===== src/rtl/i2s_slave_rx_pkg.sv =====
// Shared definitions for the I2S slave receiver: FSM encoding, default sample
// width and I2S channel (word-select) levels.
package i2s_slave_rx_pkg;

  localparam int DEFAULT_WIDTH = 16;

  localparam logic CH_LEFT  = 1'b0;
  localparam logic CH_RIGHT = 1'b1;

  typedef enum logic [1:0] {
    ST_SYNC   = 2'd0,
    ST_WAIT_L = 2'd1,
    ST_RECV   = 2'd2
  } rx_state_e;

endpackage


===== src/rtl/i2s_sync.sv =====
// Two-flop synchronizer for one asynchronous input, with async active-low
// reset to a selectable initial level.
module i2s_sync #(
  parameter logic INIT = 1'b0
) (
  input  logic clk,
  input  logic rst_n,
  input  logic d,
  output logic q
);

  logic meta_q, meta_d;
  logic sync_q, sync_d;

  always_comb begin
    meta_d = d;
    sync_d = meta_q;
  end

  always_ff @(posedge clk or negedge rst_n) begin
    if (!rst_n) begin
      meta_q <= INIT;
      sync_q <= INIT;
    end else begin
      meta_q <= meta_d;
      sync_q <= sync_d;
    end
  end

  assign q = sync_q;

endmodule


===== src/rtl/i2s_slave_rx.sv =====
// I2S slave receiver: recovers left/right PCM words from an external BCK/LCK/DIN
// stream into the CLK domain and presents them as a pair with a VALID strobe.
module i2s_slave_rx
  import i2s_slave_rx_pkg::*;
#(
  parameter int WIDTH   = DEFAULT_WIDTH,
  parameter int TIMEOUT = 1024
) (
  input  logic             CLK,
  input  logic             RSTN,
  input  logic             BCK,
  input  logic             LCK,
  input  logic             DIN,
  output logic [WIDTH-1:0] L_SMP,
  output logic [WIDTH-1:0] R_SMP,
  output logic             VALID,
  output logic             LOCKED
);

  localparam int CW = $clog2(WIDTH + 1);
  localparam int TW = $clog2(TIMEOUT + 1);

  logic bck_s, lck_s, din_s;

  i2s_sync #(.INIT(1'b0)) u_sync_bck (.clk(CLK), .rst_n(RSTN), .d(BCK), .q(bck_s));
  i2s_sync #(.INIT(1'b0)) u_sync_lck (.clk(CLK), .rst_n(RSTN), .d(LCK), .q(lck_s));
  i2s_sync #(.INIT(1'b0)) u_sync_din (.clk(CLK), .rst_n(RSTN), .d(DIN), .q(din_s));

  logic             bck_prev_q, bck_prev_d;
  logic             rise_q, rise_d;
  logic             smp_lck_q, smp_lck_d;
  logic             smp_din_q, smp_din_d;
  logic             lck_prev_q, lck_prev_d;
  logic [WIDTH-1:0] shift_q, shift_d;
  logic [CW-1:0]    bitcnt_q, bitcnt_d;
  logic [WIDTH-1:0] shadow_q, shadow_d;
  logic [WIDTH-1:0] l_smp_q, l_smp_d;
  logic [WIDTH-1:0] r_smp_q, r_smp_d;
  logic             valid_q, valid_d;
  logic [TW-1:0]    tmo_q, tmo_d;
  rx_state_e        state_q, state_d;

  logic [WIDTH-1:0] sh_app;
  logic [CW-1:0]    cnt_app;
  logic [WIDTH-1:0] word;
  logic             expired;

  always_comb begin
    bck_prev_d = bck_s;
    rise_d     = bck_s & ~bck_prev_q;
    smp_lck_d  = rise_d ? lck_s : smp_lck_q;
    smp_din_d  = rise_d ? din_s : smp_din_q;

    lck_prev_d = lck_prev_q;
    shift_d    = shift_q;
    bitcnt_d   = bitcnt_q;
    shadow_d   = shadow_q;
    l_smp_d    = l_smp_q;
    r_smp_d    = r_smp_q;
    valid_d    = 1'b0;
    state_d    = state_q;

    // Bits beyond WIDTH in a long slot are dropped; the count saturates.
    if (bitcnt_q < CW'(WIDTH)) begin
      sh_app  = {shift_q[WIDTH-2:0], smp_din_q};
      cnt_app = bitcnt_q + CW'(1);
    end else begin
      sh_app  = shift_q;
      cnt_app = bitcnt_q;
    end
    word = sh_app << (CW'(WIDTH) - cnt_app);

    tmo_d = tmo_q;
    if (rise_q)
      tmo_d = '0;
    else if (tmo_q != TW'(TIMEOUT))
      tmo_d = tmo_q + TW'(1);
    expired = !rise_q && (tmo_q >= TW'(TIMEOUT - 1));

    if (rise_q) begin
      if (smp_lck_q != lck_prev_q) begin
        lck_prev_d = smp_lck_q;
        shift_d    = '0;
        bitcnt_d   = '0;
        unique case (state_q)
          ST_SYNC: state_d = ST_WAIT_L;
          ST_WAIT_L: begin
            if (lck_prev_q == CH_LEFT) begin
              shadow_d = word;
              state_d  = ST_RECV;
            end
          end
          ST_RECV: begin
            if (lck_prev_q == CH_LEFT) begin
              shadow_d = word;
            end else if (lck_prev_q == CH_RIGHT) begin
              l_smp_d = shadow_q;
              r_smp_d = word;
              valid_d = 1'b1;
            end
          end
          default: state_d = ST_SYNC;
        endcase
      end else begin
        shift_d  = sh_app;
        bitcnt_d = cnt_app;
      end
    end else if (expired) begin
      state_d  = ST_SYNC;
      shift_d  = '0;
      bitcnt_d = '0;
    end
  end

  always_ff @(posedge CLK or negedge RSTN) begin
    if (!RSTN) begin
      bck_prev_q <= 1'b0;
      rise_q     <= 1'b0;
      smp_lck_q  <= 1'b0;
      smp_din_q  <= 1'b0;
      lck_prev_q <= 1'b0;
      shift_q    <= '0;
      bitcnt_q   <= '0;
      shadow_q   <= '0;
      l_smp_q    <= '0;
      r_smp_q    <= '0;
      valid_q    <= 1'b0;
      tmo_q      <= '0;
      state_q    <= ST_SYNC;
    end else begin
      bck_prev_q <= bck_prev_d;
      rise_q     <= rise_d;
      smp_lck_q  <= smp_lck_d;
      smp_din_q  <= smp_din_d;
      lck_prev_q <= lck_prev_d;
      shift_q    <= shift_d;
      bitcnt_q   <= bitcnt_d;
      shadow_q   <= shadow_d;
      l_smp_q    <= l_smp_d;
      r_smp_q    <= r_smp_d;
      valid_q    <= valid_d;
      tmo_q      <= tmo_d;
      state_q    <= state_d;
    end
  end

  assign L_SMP  = l_smp_q;
  assign R_SMP  = r_smp_q;
  assign VALID  = valid_q;
  assign LOCKED = (state_q == ST_RECV);

endmodule

===== config.mk =====
export PLATFORM = sky130hd
export DESIGN_NAME = i2s_slave_rx
export DESIGN_NICKNAME = d
export VERILOG_FILES = /design/src/rtl/i2s_slave_rx_pkg.sv /design/src/rtl/i2s_sync.sv /design/src/rtl/i2s_slave_rx.sv
export SDC_FILE = /design/constraint.sdc
export NUM_CORES = 1
export LEC_CHECK = 0
export BUFFER_PORTS_ARGS = -buffer_cell sky130_fd_sc_hd__buf_2
export CAP_MARGIN = 10
export CORE_MARGIN = 2
export CORE_UTILIZATION = 50
export CTS_BUF_LIST = sky130_fd_sc_hd__clkbuf_4
export CTS_CLUSTER_DIAMETER = 100
export CTS_CLUSTER_SIZE = 28
export DETAILED_ROUTE_END_ITERATION = 10
export GPL_TIMING_DRIVEN = 0
export PLACE_DENSITY = 0.69
export SLEW_MARGIN = 20
export SYNTH_ARGS = -nofsm -noshare
export SYNTH_HDL_FRONTEND = slang
export SYNTH_SLANG_ARGS = --single-unit

===== constraint.sdc =====
create_clock -name CLK -period 8 [get_ports CLK]
set_input_delay 0.8 -clock CLK [delete_from_list [all_inputs] [get_ports CLK]]
set_output_delay 0.8 -clock CLK [all_outputs]
set_load 0.05 [all_outputs]

==> metrics.md, run 1 <==
| Metric | Value |
|---|---|
| R2R setup slack | 4910 ps |
| Worst-Skew Late Latency | 450 ps |
| GP Congestion | 0.899 |
| Syn nets | 485 |
| RR Startpoint | bitcnt_q[1]$_DFFE_PN0P_ |
| Post-synthesis cell count | 472 |
| P&R area growth vs syn | 10.4% |
| Worst stage delay on the critical path | 590 ps |
| Global route overflow | 0 |
| Int Power | 851 µW |
| Setup Viol. Count Final | 0 |
| DIE AREA | 10100 µm² |
| Clk slew on worst S/H paths | 160 ps |
| Vias in the first global route | 3485 |
| Fin crit share | 38.6% |
| Pleak | 2.37 nW |
| Ports | 39 |
| Core ar. | 9150 µm² |
| Ranking of synthesized cells by area | dfrtp_1, nand2_1, mux2i_1 |
| Fin Clk Skew | 21.0 ps |
| PostCTS Resize Cnt | 0 |
| Status | complete, no violations |
| Register share of total power | 39.0% |
| Post-synthesis register bit count | 94 |
| Synth Flop Type | dfrtp_1 |
| Max clock buf depth | 2 |
| DRT Pass-1 Iters | 4 |
| Starting Density | 51.0% |
| Synth warn | 0 |
| CTS sink cnt | 94 |
| Worst slew pin tran | 660 ps |
| Pre-CTS WS | 5030 ps |
| Postcts setup bufs | 0 |
| Register-to-Register Path Depth | 9 |
| Total routed wirelength | 9.90 mm |
| Net Sw Frac | 44.2% |
| Top cells by count, synth | nand2_1, dfrtp_1, nor2_1, o21ai_0, mux2i_1 |
| Highest-delay cell along the critical path | a211oi_1 |
| Final core occ | 56.3% |
| Worst Setup Start Kind | register |
| Share of layout cells above drive strength 1 | 15.9% |
| Peak supply drop | 0.131 mV |
| Top cell type's share of synthesized area | 50.4% |
| First-pass GRT wire length | 17.1 mm |
| Final Critical Period | 3090 ps |
| Routed vias/inst | 5.64 |
| Die W | 101 µm |
| DP Wirelength | 7.14 mm |
| WP data arrival | 3440 ps |
| Hold WC Path Type | in2async |
| Largest net degree at the start of global routing | 59 |
| First DRT Iteration DRCs | 220 |
| Drc violations | 0 |
| Most common cell in the netlist | nand2_1 |
| Num rows | 35 |
| Setup Crit Path Kind | reg2reg |
| Seq/Total Area, Yosys | 50.4% |
| Total of max-cap violations | 0 |
| Endpoints failing hold | 0 |
| CTS tree | yes |
| TritonCTS Buffers | 9 |
| H-tree level count | 3 |
| P_sw | 673 µW |
| Rel. slew slack | 55.7% |
| CP Data Required Time | 8350 ps |
| FFs w/ async S/R, synth | 100% |
| Ant. Diodes | 0 |
| Initial antenna violation count | 0 |
| Largest area contributor in the netlist | dfrtp_1 |
| Critical Path Sink Type | register |
| Routed via count | 3596 |
| RR Endpoint | R_SMP[13]$_DFFE_PN0P_ |
| Netlist cell types | 57 |
| Drt wl/cell | 15.5 µm |
| Comb pwr share | 45.5% |
| Hold buffer count at CTS | 0 |
| Max-slew violations | 0 |
| Chip height | 101 µm |
| Critical Path, Cell by Cell | ha_1 -> nor2b_1 -> nor2_2 -> xnor2_1 -> clkbuf_1 -> nor4_1 -> a211oi_1 -> mux2_2 -> o21ai_0 |
| RSZ-0062 raised after global routing | no |
| Setup TNS | 0 ps |
| Setup WS post-layout | 4910 ps |
| Power Dens Cells | 296 nW/µm² |
| Clock power frac | 15.5% |
| Post-synthesis cell area | 4670 µm² |
| Port bufs | 38 |
| Synthesized area per cell | 9.89 µm² |
| Net count reported at finish | 535 |
| GR Util All Layers | 21.4% |
| Post-synth EDFFs | 0 |
| CP max FO | 10 |
| Final ANT Viol Nets | 0 |
| CTS root buf | clkbuf_4 |
| Fmax achieved | 324 MHz |
per-layer routing:
layer	up-vias	global-route usage, %	wire (µm)
li1	1762	-	-
met1	1733	30.8	4850
met2	86	32.5	4500
met3	15	3.74	396
met4	0	7.59	153
met5	-	0	0
power by group through the flow:
stage          Clock [mW]  Sequential [mW]  Combinational [mW]
2_1_floorplan           0            0.662               0.465
3_3_place_gp            0            0.601               0.670
3_5_place_dp            0            0.603               0.687
4_1_cts             0.244            0.594               0.690
5_1_grt             0.264            0.606               0.759
6_report            0.237            0.594               0.693
flip-flops by register name, indices dropped and copies added (netlist names):
signal,count
L_SMP,16
R_SMP,16
VALID,1
bck_prev_q,1
bitcnt_q,5
lck_prev_q,1
rise_q,1
shadow_q,16
shift_q,16
smp_din_q,1
smp_lck_q,1
state_q,2
tmo_q,11
u_sync_bck.meta_q,1
u_sync_bck.q,1
u_sync_din.meta_q,1
u_sync_din.q,1
u_sync_lck.meta_q,1
u_sync_lck.q,1
final cells by class:
| class | count | area (µm²) |
|---|---|---|
| multi-input cells | 346 | 2180 |
| fillers | 805 | 4000 |
| inverters | 7 | 26.3 |
| well taps | 111 | 139 |
| plain buffers | 25 | 111 |
| flip-flops and latches | 94 | 2350 |
| clock buffers | 10 | 75.1 |
| repair buffers | 39 | 224 |
| clock inverters | 6 | 45.0 |
worst max-delay path: cells and delay by family, from the launching register on:
kind                       cells  cell delay, ps
AOI/OAI and AO/OA              2             670
DFF                            1             490
and+or+nand+nor                3             450
adders and majority gates      1             430
buffers and inverters          1             410
muxes                          1             310
xor gates and xnor gates       1             230
cell usage in the layout (no fill, tap or decap), types with 10 or more instances in the layout:
cell / count
mux2i_1: 20
dfrtp_1: 94
clkbuf_1: 15
a22o_1: 18
a21oi_1: 18
clkbuf_4: 10
nand2_1: 96
buf_2: 42
mux2_2: 10
nor2_1: 36
o21ai_0: 24
per-stage QoR:
step | instances | instance area (µm²) | hold slack [ps] | power (mW)
2_1_floorplan | 472 | 4670 | 331 | 1.13
3_3_place_gp | 621 | 4990 | 334 | 1.27
3_5_place_dp | 622 | 5030 | 335 | 1.29
4_1_cts | 638 | 5150 | 215 | 1.53
5_1_grt | 638 | 5150 | 215 | 1.63
6_report | 638 | 5150 | 219 | 1.52
cells by family (layout without fill, tap and decap cells):
kind of cell             Yosys count  in the layout  synth area share, %
AND/OR/NAND/NOR                  191            191                 18.7
XOR/XNOR                          14             14                 2.79
adder cells (fa/ha/maj)            8              8                 2.15
AO/OA/AOI/OAI                     99             99                 14.3
multiplexers                      34             34                 8.64
buffers and inverters             32             87                 2.95
flip-flops                        94             94                 50.4
how the worst max path moves through the flow:
| stage | startpoint | end | slack, ps | cells after the start |
|---|---|---|---|---|
| after floorplan | bitcnt_q[1]$_DFFE_PN0P_ | shadow_q[12]$_DFFE_PN0P_ | 5420 | 9 |
| after global placement | bitcnt_q[1]$_DFFE_PN0P_ | R_SMP[11]$_DFFE_PN0P_ | 5080 | 9 |
| after detailed placement | bitcnt_q[1]$_DFFE_PN0P_ | R_SMP[13]$_DFFE_PN0P_ | 5030 | 9 |
| after CTS | bitcnt_q[1]$_DFFE_PN0P_ | R_SMP[13]$_DFFE_PN0P_ | 4960 | 9 |
| after global routing | bitcnt_q[1]$_DFFE_PN0P_ | R_SMP[13]$_DFFE_PN0P_ | 4690 | 9 |
| final | bitcnt_q[1]$_DFFE_PN0P_ | R_SMP[13]$_DFFE_PN0P_ | 4910 | 9 |
Note: power is estimated with default switching activity, not from simulation.
==> inputs of run 2 (changes only) <==
- PLACE_DENSITY: 0.69 -> 0.71
- clock period: 8 -> 2.6 ns (I/O delays scaled with it)
==> run 2 against run 1 <==
  * Maximum frequency is 22% higher
  * Via count grew 1.0%
  * Sequential power increased to 3.1 times the previous value
  * Critical path depth did not move
  * Register-to-register slack worse by 4800 ps
  * Global-route usage decreased by 0.063 points
  * Die area stayed put
  * Largest cell class unchanged
  * Highest routed layer unchanged
  * Wire length up 1.6%
  * Clock-buffer cell count shrank 1
  * Combinational power increased to 3.6 times the previous value
==> metrics.md, run 2 (synthesized netlist as in run 1, its figures left out) <==
| Metric | Value |
|---|---|
| Num rows | 35 (unchanged) |
| Most frequent cells in the layout | nand2_1, dfrtp_1, buf_2 |
| TritonCTS Buffers | 9 (unchanged) |
| First DRT Iteration DRCs | 243 (+10%) |
| Critical Path, Cell by Cell | ha_4 -> nor2_2 -> a22o_1 -> or3_1 -> buf_6 -> nand2_8 -> mux4_2 -> mux2_4 -> o21ai_2 |
| Core ar. | 9150 µm² (unchanged) |
| First-pass GRT wire length | 17.1 mm (-0.16%) |
| CP Data Required Time | 3000 ps (-5350 ps) |
| Setup Crit Path Kind | reg2reg |
| Initial antenna violation count | 0 (unchanged) |
| Dpl cell area | 5030 µm² (unchanged) |
| H-tree level count | 3 (unchanged) |
| Setup Viol. Count Final | 0 (unchanged) |
| Net count reported at finish | 547 (+2.2%) |
| Final Critical Period | 2530 ps (-553 ps) |
| Die W | 101 µm (unchanged) |
| Rel. slew slack | 56.6% (+0.90 points) |
| CTS sink cnt | 94 (unchanged) |
| Fmax achieved | 395 MHz (+22%) |
| Drc violations | 0 (unchanged) |
| Register-to-Register Path Depth | 9 (unchanged) |
| WP data arrival | 2930 ps (-510 ps) |
| RSZ-0062 raised after global routing | yes |
| Starting Density | 51.0% (unchanged) |
| GP Congestion | 0.891 (-0.89%) |
| Clock power frac | 17.4% (+1.9 points) |
| CTS tree | yes |
| P&R area growth vs syn | 16.0% |
| Vias in the first global route | 3472 (-0.37%) |
| Status | complete, no violations |
| Pleak | 2.48 nW (+4.9%) |
| Net Sw Frac | 41.7% (-2.4 points) |
| Port bufs | 38 (unchanged) |
| RR Startpoint | bitcnt_q[1]$_DFFE_PN0P_ |
| Routed vias/inst | 5.59 (-0.84%) |
| Worst stage delay on the critical path | 490 ps (-100 ps) |
| Max clock buf depth | 2 (unchanged) |
| Worst Setup Start Kind | register |
| Total of max-cap violations | 0 (unchanged) |
| Hold WC Path Type | in2async |
| DRT Pass-1 Iters | 4 (unchanged) |
| Crit path to | shadow_q[12]$_DFFE_PN0P_ |
| Ant. Diodes | 0 (unchanged) |
| Layout fillers | 844 (+4.8%) |
| Register share of total power | 34.8% (-4.2 points) |
| Peak supply drop | 0.436 mV (+230%) |
| Global route overflow | 0 (unchanged) |
| Highest-delay cell along the critical path | mux4_2 |
| Setup TNS | 0 ps (unchanged) |
| Comb pwr share | 47.8% (+2.3 points) |
| Worst-Skew Late Latency | 450 ps (about the same) |
| CTS root buf | clkbuf_4 |
| R2R setup slack | 70 ps (-4850 ps) |
| CP max FO | 7 (-3) |
| Worst slew pin tran | 649 ps (-10.9 ps) |
| Commonest non-fill, non-tap cell in the layout | nand2_1 |
| Routed via count | 3633 (+1.0%) |
| GR Util All Layers | 21.3% (-0.063 points) |
| Drt wl/cell | 15.5 µm (-0.27%) |
| RR Endpoint | shadow_q[12]$_DFFE_PN0P_ |
| Worst setup startpoint | bitcnt_q[1]$_DFFE_PN0P_ |
| Max-slew violations | 0 (unchanged) |
| DIE AREA | 10100 µm² (unchanged) |
| P_sw | 2.19 mW (+230%) |
| Total routed wirelength | 10.1 mm (+1.6%) |
| Int Power | 3.06 mW (+260%) |
| Chip height | 101 µm (unchanged) |
| Final instance area | 5410 µm² (+5.2%) |
| Fin crit share | 97.5% (+59 points) |
| Share of layout cells above drive strength 1 | 20.2% (+4.3 points) |
| Endpoints failing hold | 0 (unchanged) |
| Fin Clk Skew | 19.4 ps (-1.50 ps) |
| Final ANT Viol Nets | 0 (unchanged) |
| Area of the multi-input gates | 2280 µm² (+4.7%) |
| Power Dens Cells | 969 nW/µm² (+230%) |
| Ports | 39 (unchanged) |
| Largest net degree at the start of global routing | 73 (+24%) |
| Register area | 2350 µm² (about the same) |
| DP Wirelength | 7.13 mm (about the same) |
| Critical Path Sink Type | register |
| Clk slew on worst S/H paths | 160 ps (about the same) |
## run 2: final cells by class
class | count | area share (%)
well taps | 111 | 2.57
clock buffers | 9 | 1.25
clock inverters | 7 | 1.76
plain buffers | 25 | 2.43
multi-input cells | 346 | 42.1
flip-flops and latches | 94 | 43.5
inverters | 7 | 0.485
repair buffers | 51 | 5.99
## run 2: worst min-delay path by stage
stage / startpoint / end / slack (ps) / cells past startpoint
2_1_floorplan: RSTN / L_SMP[0]$_DFFE_PN0P_ / -40 / 0
3_3_place_gp: u_sync_din.meta_q$_DFF_PN0_ / u_sync_din.q$_DFF_PN0_ / 330 / 0
3_5_place_dp: RSTN / u_sync_din.q$_DFF_PN0_ / 130 / 1
4_1_cts: RSTN / shift_q[9]$_DFFE_PN0P_ / 200 / 2
5_1_grt: RSTN / u_sync_din.q$_DFF_PN0_ / 210 / 2
6_report: RSTN / shift_q[15]$_DFFE_PN0P_ / 210 / 2
## run 2: power by group through the flow
stage	combinational (mW)	clock, mW	sequential (mW)
after floorplan	1.43	0	2.04
after global placement	2.08	0	1.85
after detailed placement	2.12	0	1.86
after CTS	2.29	0.932	1.83
after global routing	2.74	0.988	1.86
final	2.51	0.910	1.83
## run 2: worst max-delay path: cells and delay by family (launching register included)
family / cells / cell delay (ps)
buffers and inverters: 1 / 140
AOI/OAI and AO/OA: 2 / 340
DFF: 1 / 450
adders and majority gates: 1 / 320
muxes: 2 / 790
and+or+nand+nor: 3 / 430
## run 2: routing by layer
layer / GRT usage (%) / vias up / wire, µm
met2: 32.7 / 76 / 4720
met5: 0 / - / 0
met4: 6.95 / 0 / 151
li1: - / 1787 / -
met3: 3.74 / 11 / 370
met1: 30.8 / 1759 / 4820
## run 2: metrics by stage
stage	utilization [%]	hold WS (ps)	total power [mW]	setup WS, ps	instances
5_1_grt	59.2	207	5.59	-77.2	650
3_5_place_dp	54.9	128	3.98	-407	622
2_1_floorplan	-	-35.6	3.47	16.1	472
4_1_cts	58.0	201	5.05	6.31	645
6_report	59.2	206	5.24	66.0	650
3_3_place_gp	54.6	334	3.93	-386	621
## run 2: what timing repair did
action,CTS,global route
hold buffers,4,0
resized for setup,10,23
buffers inserted,3,5
endpoints found under the hold margin,79,0
pin swaps,0,5
endpoints found under the setup margin,28,31
